--- src/rtl/ks_digit_serial_mul_if.sv ---
// Operand/result handshake bundle for the digit-serial carry-less multiplier.
// The producer side drives operands and out_ready; the multiplier drives the rest.
interface ks_digit_serial_mul_if #(
  parameter int N_DIG = 3
) ();
  localparam int W = 9 * N_DIG;
  localparam int P = 2 * W - 1;

  logic         in_valid;
  logic         in_ready;
  logic [W-1:0] a;
  logic [W-1:0] b;
  logic         out_valid;
  logic         out_ready;
  logic [P-1:0] y;
  logic         busy;

  modport master (
    output in_valid, a, b, out_ready,
    input  in_ready, out_valid, y, busy
  );

  modport slave (
    input  in_valid, a, b, out_ready,
    output in_ready, out_valid, y, busy
  );
endinterface

--- src/rtl/ks_digit_serial_mul.sv ---
// Digit-serial GF(2)[x] multiplier: one 9x9 Karatsuba core swept over all digit
// pairs, XOR-accumulating the 17-bit partial products into a full-width product.
module ks9 (
  input  logic [8:0]  a,
  input  logic [8:0]  b,
  output logic [16:0] p
);
  function automatic logic [8:0] clmul5(input logic [4:0] x, input logic [4:0] z);
    logic [8:0] r;
    r = 9'd0;
    for (int k = 0; k < 5; k++) begin
      if (z[k]) r = r ^ ({4'd0, x} << k);
      else      r = r;
    end
    return r;
  endfunction

  function automatic logic [6:0] clmul4(input logic [3:0] x, input logic [3:0] z);
    logic [6:0] r;
    r = 7'd0;
    for (int k = 0; k < 4; k++) begin
      if (z[k]) r = r ^ ({3'd0, x} << k);
      else      r = r;
    end
    return r;
  endfunction

  logic [8:0] p_ll_s;
  logic [6:0] p_hh_s;
  logic [8:0] p_mid_s;

  // Karatsuba split at bit 5: middle term recovered from (al^ah)(bl^bh) minus the outer terms.
  always_comb begin
    p_ll_s  = clmul5(a[4:0], b[4:0]);
    p_hh_s  = clmul4(a[8:5], b[8:5]);
    p_mid_s = clmul5(a[4:0] ^ {1'b0, a[8:5]}, b[4:0] ^ {1'b0, b[8:5]})
              ^ p_ll_s ^ {2'd0, p_hh_s};
    p       = {p_hh_s, 10'd0} ^ {3'd0, p_mid_s, 5'd0} ^ {8'd0, p_ll_s};
  end
endmodule

module ks_digit_serial_mul #(
  parameter int N_DIG = 3
) (
  input  logic                   clk,
  input  logic                   rst,
  ks_digit_serial_mul_if.slave   bus
);
  localparam int W  = 9 * N_DIG;
  localparam int P  = 2 * W - 1;
  localparam int CW = (N_DIG > 1) ? $clog2(N_DIG) : 1;
  localparam logic [CW-1:0] LAST_DIG = CW'(N_DIG - 1);

  typedef enum logic [1:0] {
    IDLE = 2'd0,
    MUL  = 2'd1,
    DONE = 2'd2
  } state_t;

  state_t        state_r;
  logic [W-1:0]  a_reg_r;
  logic [W-1:0]  b_reg_r;
  logic [P-1:0]  acc_r;
  logic [CW-1:0] i_r;
  logic [CW-1:0] j_r;
  logic          in_ready_r;
  logic          out_valid_r;
  logic          busy_r;

  logic [8:0]    a_dig_s;
  logic [8:0]    b_dig_s;
  logic [16:0]   pp_s;
  logic [P-1:0]  acc_next_s;

  // Select the current digit pair and fold its partial product in at weight 9(i+j).
  always_comb begin
    a_dig_s    = a_reg_r[9 * int'(i_r) +: 9];
    b_dig_s    = b_reg_r[9 * int'(j_r) +: 9];
    acc_next_s = acc_r ^ (P'(pp_s) << (9 * (int'(i_r) + int'(j_r))));
  end

  ks9 u_ks9 (
    .a (a_dig_s),
    .b (b_dig_s),
    .p (pp_s)
  );

  // Control FSM with operand, accumulator, counter and handshake-flag registers.
  always_ff @(posedge clk or posedge rst) begin
    if (rst) begin
      state_r     <= IDLE;
      a_reg_r     <= '0;
      b_reg_r     <= '0;
      acc_r       <= '0;
      i_r         <= '0;
      j_r         <= '0;
      in_ready_r  <= 1'b1;
      out_valid_r <= 1'b0;
      busy_r      <= 1'b0;
    end else begin
      case (state_r)
        IDLE: begin
          if (bus.in_valid) begin
            a_reg_r    <= bus.a;
            b_reg_r    <= bus.b;
            acc_r      <= '0;
            i_r        <= '0;
            j_r        <= '0;
            state_r    <= MUL;
            in_ready_r <= 1'b0;
            busy_r     <= 1'b1;
          end
        end
        MUL: begin
          acc_r <= acc_next_s;
          if (j_r == LAST_DIG) begin
            j_r <= '0;
            if (i_r == LAST_DIG) begin
              i_r         <= '0;
              state_r     <= DONE;
              busy_r      <= 1'b0;
              out_valid_r <= 1'b1;
            end else begin
              i_r <= i_r + CW'(1);
            end
          end else begin
            j_r <= j_r + CW'(1);
          end
        end
        DONE: begin
          // acc is left intact so y holds the product until the next accept.
          if (bus.out_ready) begin
            state_r     <= IDLE;
            out_valid_r <= 1'b0;
            in_ready_r  <= 1'b1;
          end
        end
        default: begin
          state_r     <= IDLE;
          in_ready_r  <= 1'b1;
          out_valid_r <= 1'b0;
          busy_r      <= 1'b0;
        end
      endcase
    end
  end

  assign bus.in_ready  = in_ready_r;
  assign bus.out_valid = out_valid_r;
  assign bus.busy      = busy_r;
  assign bus.y         = acc_r;
endmodule

--- src/flat_wrapper.sv ---
// flat-port wrapper written by rule: the top's interface ports become plain ports
module ks_digit_serial_mul_flat 
#(
  parameter int N_DIG = 3
)
  (clk, rst, bus_in_valid, bus_a, bus_b, bus_out_ready, bus_in_ready, bus_out_valid, bus_y, bus_busy);
  ks_digit_serial_mul_if #(.N_DIG(N_DIG)) bus_i ();
  input  logic clk;
  input  logic rst;
  input wire logic [$bits(bus_i.in_valid)-1:0] bus_in_valid;
  input wire logic [$bits(bus_i.a)-1:0] bus_a;
  input wire logic [$bits(bus_i.b)-1:0] bus_b;
  input wire logic [$bits(bus_i.out_ready)-1:0] bus_out_ready;
  output wire logic [$bits(bus_i.in_ready)-1:0] bus_in_ready;
  output wire logic [$bits(bus_i.out_valid)-1:0] bus_out_valid;
  output wire logic [$bits(bus_i.y)-1:0] bus_y;
  output wire logic [$bits(bus_i.busy)-1:0] bus_busy;
  assign bus_i.in_valid = bus_in_valid;
  assign bus_i.a = bus_a;
  assign bus_i.b = bus_b;
  assign bus_i.out_ready = bus_out_ready;
  assign bus_in_ready = bus_i.in_ready;
  assign bus_out_valid = bus_i.out_valid;
  assign bus_y = bus_i.y;
  assign bus_busy = bus_i.busy;
  ks_digit_serial_mul #(.N_DIG(N_DIG)) u_core (.clk(clk), .rst(rst), .bus(bus_i));
endmodule
--- config.mk ---
export PLATFORM = sky130hd
export DESIGN_NAME = ks_digit_serial_mul_flat
export DESIGN_NICKNAME = d
export VERILOG_FILES = /design/src/rtl/ks_digit_serial_mul_if.sv /design/src/rtl/ks_digit_serial_mul.sv /design/src/flat_wrapper.sv
export SDC_FILE = /design/constraint.sdc
export NUM_CORES = 1
export LEC_CHECK = 0
export BUFFER_PORTS_ARGS = -buffer_cell sky130_fd_sc_hd__buf_2
export CORE_ASPECT_RATIO = 1.75
export CORE_UTILIZATION = 58
export CTS_CLUSTER_DIAMETER = 200
export DETAILED_ROUTE_END_ITERATION = 16
export GPL_TIMING_DRIVEN = 0
export PLACE_DENSITY_LB_ADDON = 0.25
export SYNTH_ARGS = -nofsm -noshare
export SYNTH_HDL_FRONTEND = slang
export SYNTH_HIERARCHICAL = 1
export SYNTH_SLANG_ARGS = --single-unit
export TNS_END_PERCENT = 50
--- constraint.sdc ---
create_clock -name clk -period 4.8 [get_ports clk]
set_input_delay 0.96 -clock clk [delete_from_list [all_inputs] [get_ports clk]]
set_output_delay 0.96 -clock clk [all_outputs]
set_load 0.01 [all_outputs]
Word-level counts from Yosys, hierarchy flattened. Cells that the tools add are included.

Add/sub/neg operators: 3. Multiply operators: 3. Equality and inequality tests: 8. Shifts and indexed selects: 3. Mux-type cells: 38. Bitwise gates (word level): 21. Reduce and logical (&&, ||, !) cells: 9.

Operators by type and width (number): $pmux W53 S2 (1); $mux W9 (8); $shiftx A27 B32 Y9 (2); $mux W53 (1); $shl A17 B32 Y53 (1); $xor A53 B53 Y53 (1); $mul A5 B32 Y32 const A (1); $xor A9 B7 Y9 (3); $xor A9 B9 Y9 (3); $mux W7 (3); $xor A9 B8 Y9 (2); $xor A17 B14 Y17 (1); $xor A17 B9 Y17 (1); $mux W2 (8); $mul A4 B2 Y6 const A (2); $reduce_and A4 Y1 (3); $mux W5 (2); $xor A5 B4 Y5 (2); $pmux W1 S3 (3); $xor A9 B6 Y9 (1); $mux W1 (8); $pmux W2 S2 (2); $xor A7 B6 Y7 (1); $xor A7 B7 Y7 (1); other kinds (15) (24).

Bits in registers: 116. Input bits: 58. Output and inout bits: 56.

Logic depth before layout (Yosys ltp). Gate-level depths: netlist of run 1.

Depth in word-level cells: 19. Mapped depth: 14.

Cells and area by module. The synthesis of run 1 kept the hierarchy.

Modules (own cells, without submodules): ks_digit_serial_mul (instances 1, cells an instance 650, area each 6138.4 um2); ks9 (instances 1, cells an instance 150, area each 1033.5 um2).

Worst setup path after synthesis of run 1. No wires, ideal clock.

Kind: reg2reg. Start: reg u_core.j_r[1]. End: reg u_core.acc_r[10] (netlist: u_core/bus.y[10]). Setup time: 125 ps. Arrival: 3757 ps. Data required time: 4675 ps. Path slack: 918 ps. Stages on the path, launching flop included: 13. Buffers on the path: 1. Cell sequence: dfrtp_1 -> buf_1 -> mux2i_1 -> o21ai_0 -> nand2_1 -> xnor2_2 -> xnor2_2 -> xnor3_1 -> xnor2_1 -> mux4_2 -> mux2i_4 -> nor2_2 -> mux2_4.

RTL lines: start: declaration (RTL line ks_digit_serial_mul.sv:65) `logic [CW-1:0] j_r;`; start signal: assignment (RTL line ks_digit_serial_mul.sv:127) `j_r <= j_r + CW'(1);`; $mul A4 B2 Y6 * (RTL line ks_digit_serial_mul.sv:78) `b_dig_s = b_reg_r[9 * int'(j_r) +: 9];`; $shiftx A27 B32 Y9 * (RTL line ks_digit_serial_mul.sv:78); via u_core.b_dig_s[1] (RTL line ks_digit_serial_mul.sv:71) `logic [8:0] b_dig_s;`; $mux W9 * (RTL line ks_digit_serial_mul.sv:12) `if (z[k]) r = r ^ ({4'd0, x} << k);`; $xor A9 B7 Y9 (RTL line ks_digit_serial_mul.sv:12); $mux W9 * (RTL line ks_digit_serial_mul.sv:12); $xor A9 B8 Y9 (RTL line ks_digit_serial_mul.sv:12); $mux W9 * (RTL line ks_digit_serial_mul.sv:12); $xor A9 B9 Y9 (RTL line ks_digit_serial_mul.sv:12); $mux W9 * (RTL line ks_digit_serial_mul.sv:12); $xor A17 B9 Y17 * (RTL line ks_digit_serial_mul.sv:38) `p = {p_hh_s, 10'd0} ^ {3'd0, p_mid_s, 5'd0} ^ {8'd0, p_ll_s};`; via u_core.pp_s[3] (RTL line ks_digit_serial_mul.sv:72) `logic [16:0] pp_s;`; $shl A17 B32 Y53 * (RTL line ks_digit_serial_mul.sv:79) `acc_next_s = acc_r ^ (P'(pp_s) << (9 * (int'(i_r) + int'(j_r))));`; $xor A53 B53 Y53 * (RTL line ks_digit_serial_mul.sv:79); $pmux W53 S2 * (RTL line ks_digit_serial_mul.sv:101) `case (state_r)`; end signal: assignment (RTL line ks_digit_serial_mul.sv:115) `acc_r <= acc_next_s;`; end: declaration (RTL line ks_digit_serial_mul.sv:63) `logic [P-1:0] acc_r;`.

Mark *: on every way through the listed nets, which the timed path passes. The rest lies on a longest branch. A chain may end at the register's enable or synchronous reset.

Worst setup path after layout of run 1.
Start: reg u_core.j_r[0]. End: reg u_core.acc_r[10] (netlist: u_core/bus.y[10]).

The elaborated chain is that of the path after synthesis.

==> results.sh, run 1 <==
export IMPL_worstSetupStartpointType="flip-flop"
export IMPL_synth_fp_nets=860
export IMPL_synth_main_ff_cell="dfrtp_1"
export IMPL_synthToLayoutAreaGrowth_pct=19.4
export IMPL_rsz0062_at_grt="no"
export IMPL_drt_wl_total_um=20200
export IMPL_period_minus_slack_ns=4.47
export IMPL_synth_edf_count=0
export IMPL_core_area_um2=12000
export IMPL_final_cell_mix="nand2_1 (277), buf_2 (138), dfrtp_1 (115), mux2i_1 (50), xnor2_1 (37)"
export IMPL_routabilityCongestion=0.959
export IMPL_rows=53
export IMPL_cts_max_path_buffers=2
export IMPL_io_pins=114
export IMPL_drtIter0Drc=378
export IMPL_fin_area_um2=8560
export IMPL_outcome="complete, no violations"
export IMPL_slew_headroom=0.395
export IMPL_diodes=0
export IMPL_initial_core_util=0.598
export IMPL_vias=6443
export IMPL_grt_pass1_vias=6471
export IMPL_critPathArrivalTime_ns=4.76
export IMPL_dr_wl_met3_um=879
export IMPL_synth_top_cells_by_area="dfrtp_1 (40%), nand2_1 (14%), mux2i_1 (7.0%)"
export IMPL_m1WireLength_um=7140
export IMPL_port_buffers=113
export IMPL_synth_area_leader_cell="dfrtp_1"
export IMPL_synth_cells=800
export IMPL_antenna_found_initial=0
export IMPL_grt_usage=0.332
export IMPL_grt_max_degree=67
export IMPL_place_hpwl_um=14700
export IMPL_ys_types=70
export IMPL_antenna_left=0
export IMPL_final_max_slew_viol_count=0
export IMPL_layout_drive_gt1_share=0.222
export IMPL_clock_root_buffer="clkbuf_16"
export IMPL_dieArea_um2=12800
export IMPL_min_path_type="flip-flop to flip-flop"
export IMPL_syn_area_per_cell_um2=8.96
export IMPL_met2WireLength_um=11000
export IMPL_placed_cell_area_um2=7970
export IMPL_cts_buffers=17
export IMPL_top_layer="met4"
export IMPL_path_class="flip-flop to flip-flop"
export IMPL_cts_reportedPaths_clkPinSlew_ns=0.06
export IMPL_cts_tree="yes"
export IMPL_insertion_delay_ns=0.42
export IMPL_hold_slack_ns=0.468
export IMPL_die_h_um=149
export IMPL_ff2ff_setup_slack_ns=0.33
export IMPL_first_pass_iters=5
export IMPL_grt_pass1_wl_um=32300
export IMPL_post_route_period_util=0.930
export IMPL_clock_skew_ns=0.0110
export IMPL_syn_area_um2=7170
export IMPL_synth_warnings=6
export IMPL_layout_commonest_cell="nand2_1"
export IMPL_hold_viol=0
export IMPL_ys_seq_elements=116
export IMPL_max_cap_violations=0
export IMPL_drc=0
export IMPL_worst_pin_slew_ns=0.898
export IMPL_synth_top_area_frac=0.401
export IMPL_path_max_fanout=9
export IMPL_fill_cells=928
export IMPL_final_nets=993
export IMPL_clock_sinks=116
export IMPL_htreeDepth=4
export IMPL_vias_per_cell=5.80
export IMPL_worstPathRequired_ns=5.10
export IMPL_async_reset_ff_frac=1.00
export IMPL_end_kind="flip-flop"
export IMPL_ys_seq_area_frac=0.405
export IMPL_grt_overflow=0
export IMPL_max_freq_ghz=0.224
export IMPL_die_w_um=86.1
export IMPL_setup_violations=0
export IMPL_final_util=0.713
export IMPL_wl_per_cell_um=18.2
-- flip-flops by register name (all words and copies together), names as in the netlist --
signal                cells
u_core/state_r            2
u_core/i_r                2
u_core/bus.busy           1
u_core/bus.y             53
u_core/bus.in_ready       1
u_core/j_r                2
u_core/bus.out_valid      1
u_core/a_reg_r           27
u_core/b_reg_r           27
-- per-layer routing --
layer / GRT usage / up-vias
met2: 0.610 / 277
met3: 0.0564 / 83
li1: - / 3013
met4: 0.228 / 0
met5: 0 / -
met1: 0.335 / 3070
-- logic make-up (layout without fill, tap and decap cells) --
kind of cell	after synthesis	count (layout)	synth area share
compound gates	117	117	0.118
xor+xnor	65	65	0.0912
fa+ha+maj	2	2	0.00454
buf+inv	69	215	0.0468
flops	116	116	0.405
mux	66	66	0.111
simple gates	365	365	0.224
-- stage by stage --
step | cells | setup TNS (ns) | setup WS (ns)
2_1_floorplan | 800 | 0 | 0.769
3_3_place_gp | 1078 | -53.32 | -0.475
3_5_place_dp | 1079 | -0.0792 | -0.0356
4_1_cts | 1111 | 0 | 0.158
5_1_grt | 1111 | 0 | 0.209
6_report | 1111 | 0 | 0.334
-- final timing paths --
check / from / to / depth (start not counted)
min in group asynchronous: rst / u_core/bus.y[35] / 2
min reg2reg: u_core/bus.y[3] / u_core/bus.y[3] / 1
min: u_core/bus.y[3] / u_core/bus.y[3] / 1
max in group asynchronous: rst / u_core/bus.y[4] / 3
max reg2reg: u_core/j_r[0] / u_core/bus.y[10] / 13
max: u_core/j_r[0] / u_core/bus.y[10] / 13
-- synth_stat cells (all sizes together) (3+ instances only) --
cell,n
nand2,278
dfrtp,115
mux2i,52
xnor2,41
buf,36
o21ai,27
clkbuf,25
o31ai,22
o211ai,20
xor2,20
nor2,18
nand3,12
nor2b,12
inv,8
mux4,8
nor3b,8
a21oi,7
nand2b,7
mux2,6
a31oi,5
and2,5
o311ai,5
o41ai,5
a32oi,4
nand4,4
xnor3,4
a2111oi,3
nor3,3
or4,3
-- worst max-delay path: stages (launching register included) --
cell      delay, ns
dfrtp_1        0.42
nor2b_1        0.16
clkbuf_1       0.37
nand2_1        0.12
o21ai_1        0.37
nand2_1        0.14
xor2_1         0.17
xnor2_1        0.13
xnor2_1        0.60
xnor3_1        0.62
mux4_2         0.53
mux2i_4        0.31
nor2_2         0.08
mux2_4         0.31
-- repair_timing --
item                       CTS  global route
setup buffers                0             0
gates resized for setup      2             4
hold buffers                 0             0
setup endpoints to repair    7             5
-- cell type report --
cell class	count	area (um2)	share of cell area
Buffer	61	308	0.0359
Clock buffer	22	444	0.0519
Clock inverter	10	134	0.0156
Inverter	8	32.5	0.00380
Multi-Input combinational cell	615	3940	0.460
Sequential cell	116	2900	0.339
Tap cell	165	206	0.0241
Timing Repair Buffer	114	593	0.0693
Power of run 1 is left out: the tool's default activity adds up to more than one toggle a clock period on the data nets, which glitch-free logic cannot reach.
==> run 2, diff against run 1 <==
GPL_TIMING_DRIVEN = default   (was 0)
==> run 2 against run 1 <==
  * Clock-buffer cell count decreased by 5
  * Fmax grew 5.1%
  * Hold slack about the same
  * Highest routed layer unchanged
==> results.sh, run 2 (synthesis gave the netlist of run 1 again) <==
export IMPL_outcome="complete, no violations"
export IMPL_layout_drive_gt1_share=0.231
export IMPL_io_pins=114
export IMPL_worstSetupStartpointType="flip-flop"
export IMPL_end_kind="flip-flop"
export IMPL_cts_max_path_buffers=2
export IMPL_crit_buf_inv=0
export IMPL_cts_tree="yes"
export IMPL_cts_buffers=17
export IMPL_met2_usage=0.592
export IMPL_grt_busiest_layer="met2"
export IMPL_crit_slowest_cell="dfrtp_1"
export IMPL_port_buffers=113
export IMPL_grt_pass1_wl_um=31600
export IMPL_clock_sinks=116
export IMPL_period_minus_slack_ns=4.25
export IMPL_grt_usage=0.327
export IMPL_first_pass_iters=5
export IMPL_drc=0
export IMPL_path_max_fanout=13
export IMPL_path_depth=12
export IMPL_cp_cell_sequence="nor2b_1, nand2_1, o21ai_0, nand2_1, xnor2_2, xnor2_2, xnor3_1, xnor2_1, mux4_2, mux2i_4, a211oi_1, mux2i_1"
export IMPL_final_max_slew_viol_count=0
export IMPL_post_route_period_util=0.885
export IMPL_rows=53
export IMPL_setup_violations=0
export IMPL_diodes=0
export IMPL_path_class="flip-flop to flip-flop"
export IMPL_final_nets=965
export IMPL_largest_reg_flops=53
export IMPL_wl_per_cell_um=18.7
export IMPL_final_cell_mix="nand2_1 (277), dfrtp_1 (115), buf_2 (113), mux2i_1 (50), xnor2_1 (38)"
export IMPL_cts_reportedPaths_clkPinSlew_ns=0.06
export IMPL_drt_wl_total_um=20200
export IMPL_drtIter0Drc=314
export IMPL_grt_max_degree=63
export IMPL_cts_setup_buffers=0
export IMPL_rsz0062_at_grt="no"
export IMPL_max_cap_violations=0
export IMPL_die_h_um=149
export IMPL_vias=6270
export IMPL_dieArea_um2=12800
export IMPL_hold_buffers=0
export IMPL_rr_worst_depth=12
export IMPL_whs_path_depth=1
export IMPL_max_freq_ghz=0.235
export IMPL_crit_family="XOR/XNOR gates"
export IMPL_core_area_um2=12000
export IMPL_synthToLayoutAreaGrowth_pct=18.8
export IMPL_vias_per_cell=5.79
export IMPL_worstPathRequired_ns=5.14
export IMPL_routabilityCongestion=0.988
export IMPL_worst_pin_slew_ns=0.870
export IMPL_gr_usage_met3=0.0559
export IMPL_grt_overflow=0
export IMPL_hold_viol=0
export IMPL_slew_headroom=0.419
export IMPL_min_path_type="flip-flop to flip-flop"
export IMPL_layout_commonest_cell="nand2_1"
export IMPL_tns_ns=0
export IMPL_grt_pass1_vias=6155
export IMPL_clock_skew_ns=0.0119
export IMPL_die_w_um=86.1
export IMPL_antenna_found_initial=0
export IMPL_critPathArrivalTime_ns=4.59
export IMPL_antenna_left=0
export IMPL_htreeDepth=4
export IMPL_place_hpwl_um=14900
export IMPL_met1_usage=0.332
export IMPL_initial_core_util=0.598
export IMPL_clock_root_buffer="clkbuf_16"
export IMPL_cts_resized_gates=0
export IMPL_insertion_delay_ns=0.42
export IMPL_slowest_delay_ns=0.59
==> run 2: worst reg2reg max path, delay by kind of cell (launching register included) <==
| family | cells | cell delay, ns |
|---|---|---|
| compound gates | 2 | 0.70 |
| mux | 3 | 0.74 |
| flops | 1 | 0.59 |
| simple gates | 3 | 0.84 |
| xor+xnor | 4 | 1.31 |
==> run 2: layer usage <==
| metal | part of all wire | wire length, um | vias up |
|---|---|---|---|
| met1 | 0.35 | 7150 | 2969 |
| met5 | 0 | 0 | - |
| met2 | 0.53 | 10800 | 270 |
| met4 | 0.066 | 1330 | 0 |
| met3 | 0.047 | 946 | 76 |
| li1 | - | - | 2955 |
==> run 2: path summary, 6_finish.rpt <==
kind	start	end	slack, ns
max	u_core/j_r[1]	u_core/bus.y[34]	0.55
min	u_core/bus.y[44]	u_core/bus.y[44]	0.47
max reg2reg	u_core/j_r[1]	u_core/bus.y[34]	0.55
min reg2reg	u_core/bus.y[44]	u_core/bus.y[44]	0.47
max in group asynchronous	rst	u_core/b_reg_r[5]	3.29
min in group asynchronous	rst	u_core/bus.y[35]	0.64
==> run 2: per-stage QoR <==
stage	cell area, um2	hold slack [ns]	setup slack, ns	instances	utilization
6_report	8520	0.468	0.550	1083	0.710
2_1_floorplan	7170	0.445	0.769	800	-
4_1_cts	8520	0.468	0.607	1083	0.710
3_5_place_dp	7910	0.459	0.639	1051	0.659
3_3_place_gp	7910	0.453	0.744	1051	0.659
5_1_grt	8520	0.493	0.251	1083	0.710
==> run 2: area by class of cell <==
cell class                      count  area, um2
Multi-Input combinational cell    615       3940
Clock inverter                     15        191
Inverter                            8       32.5
Clock buffer                       17        425
Fill cell                         909       3480
Sequential cell                   116       2900
Tap cell                          165        206
Timing Repair Buffer              147        821
Power of run 2 is left out for the same reason.
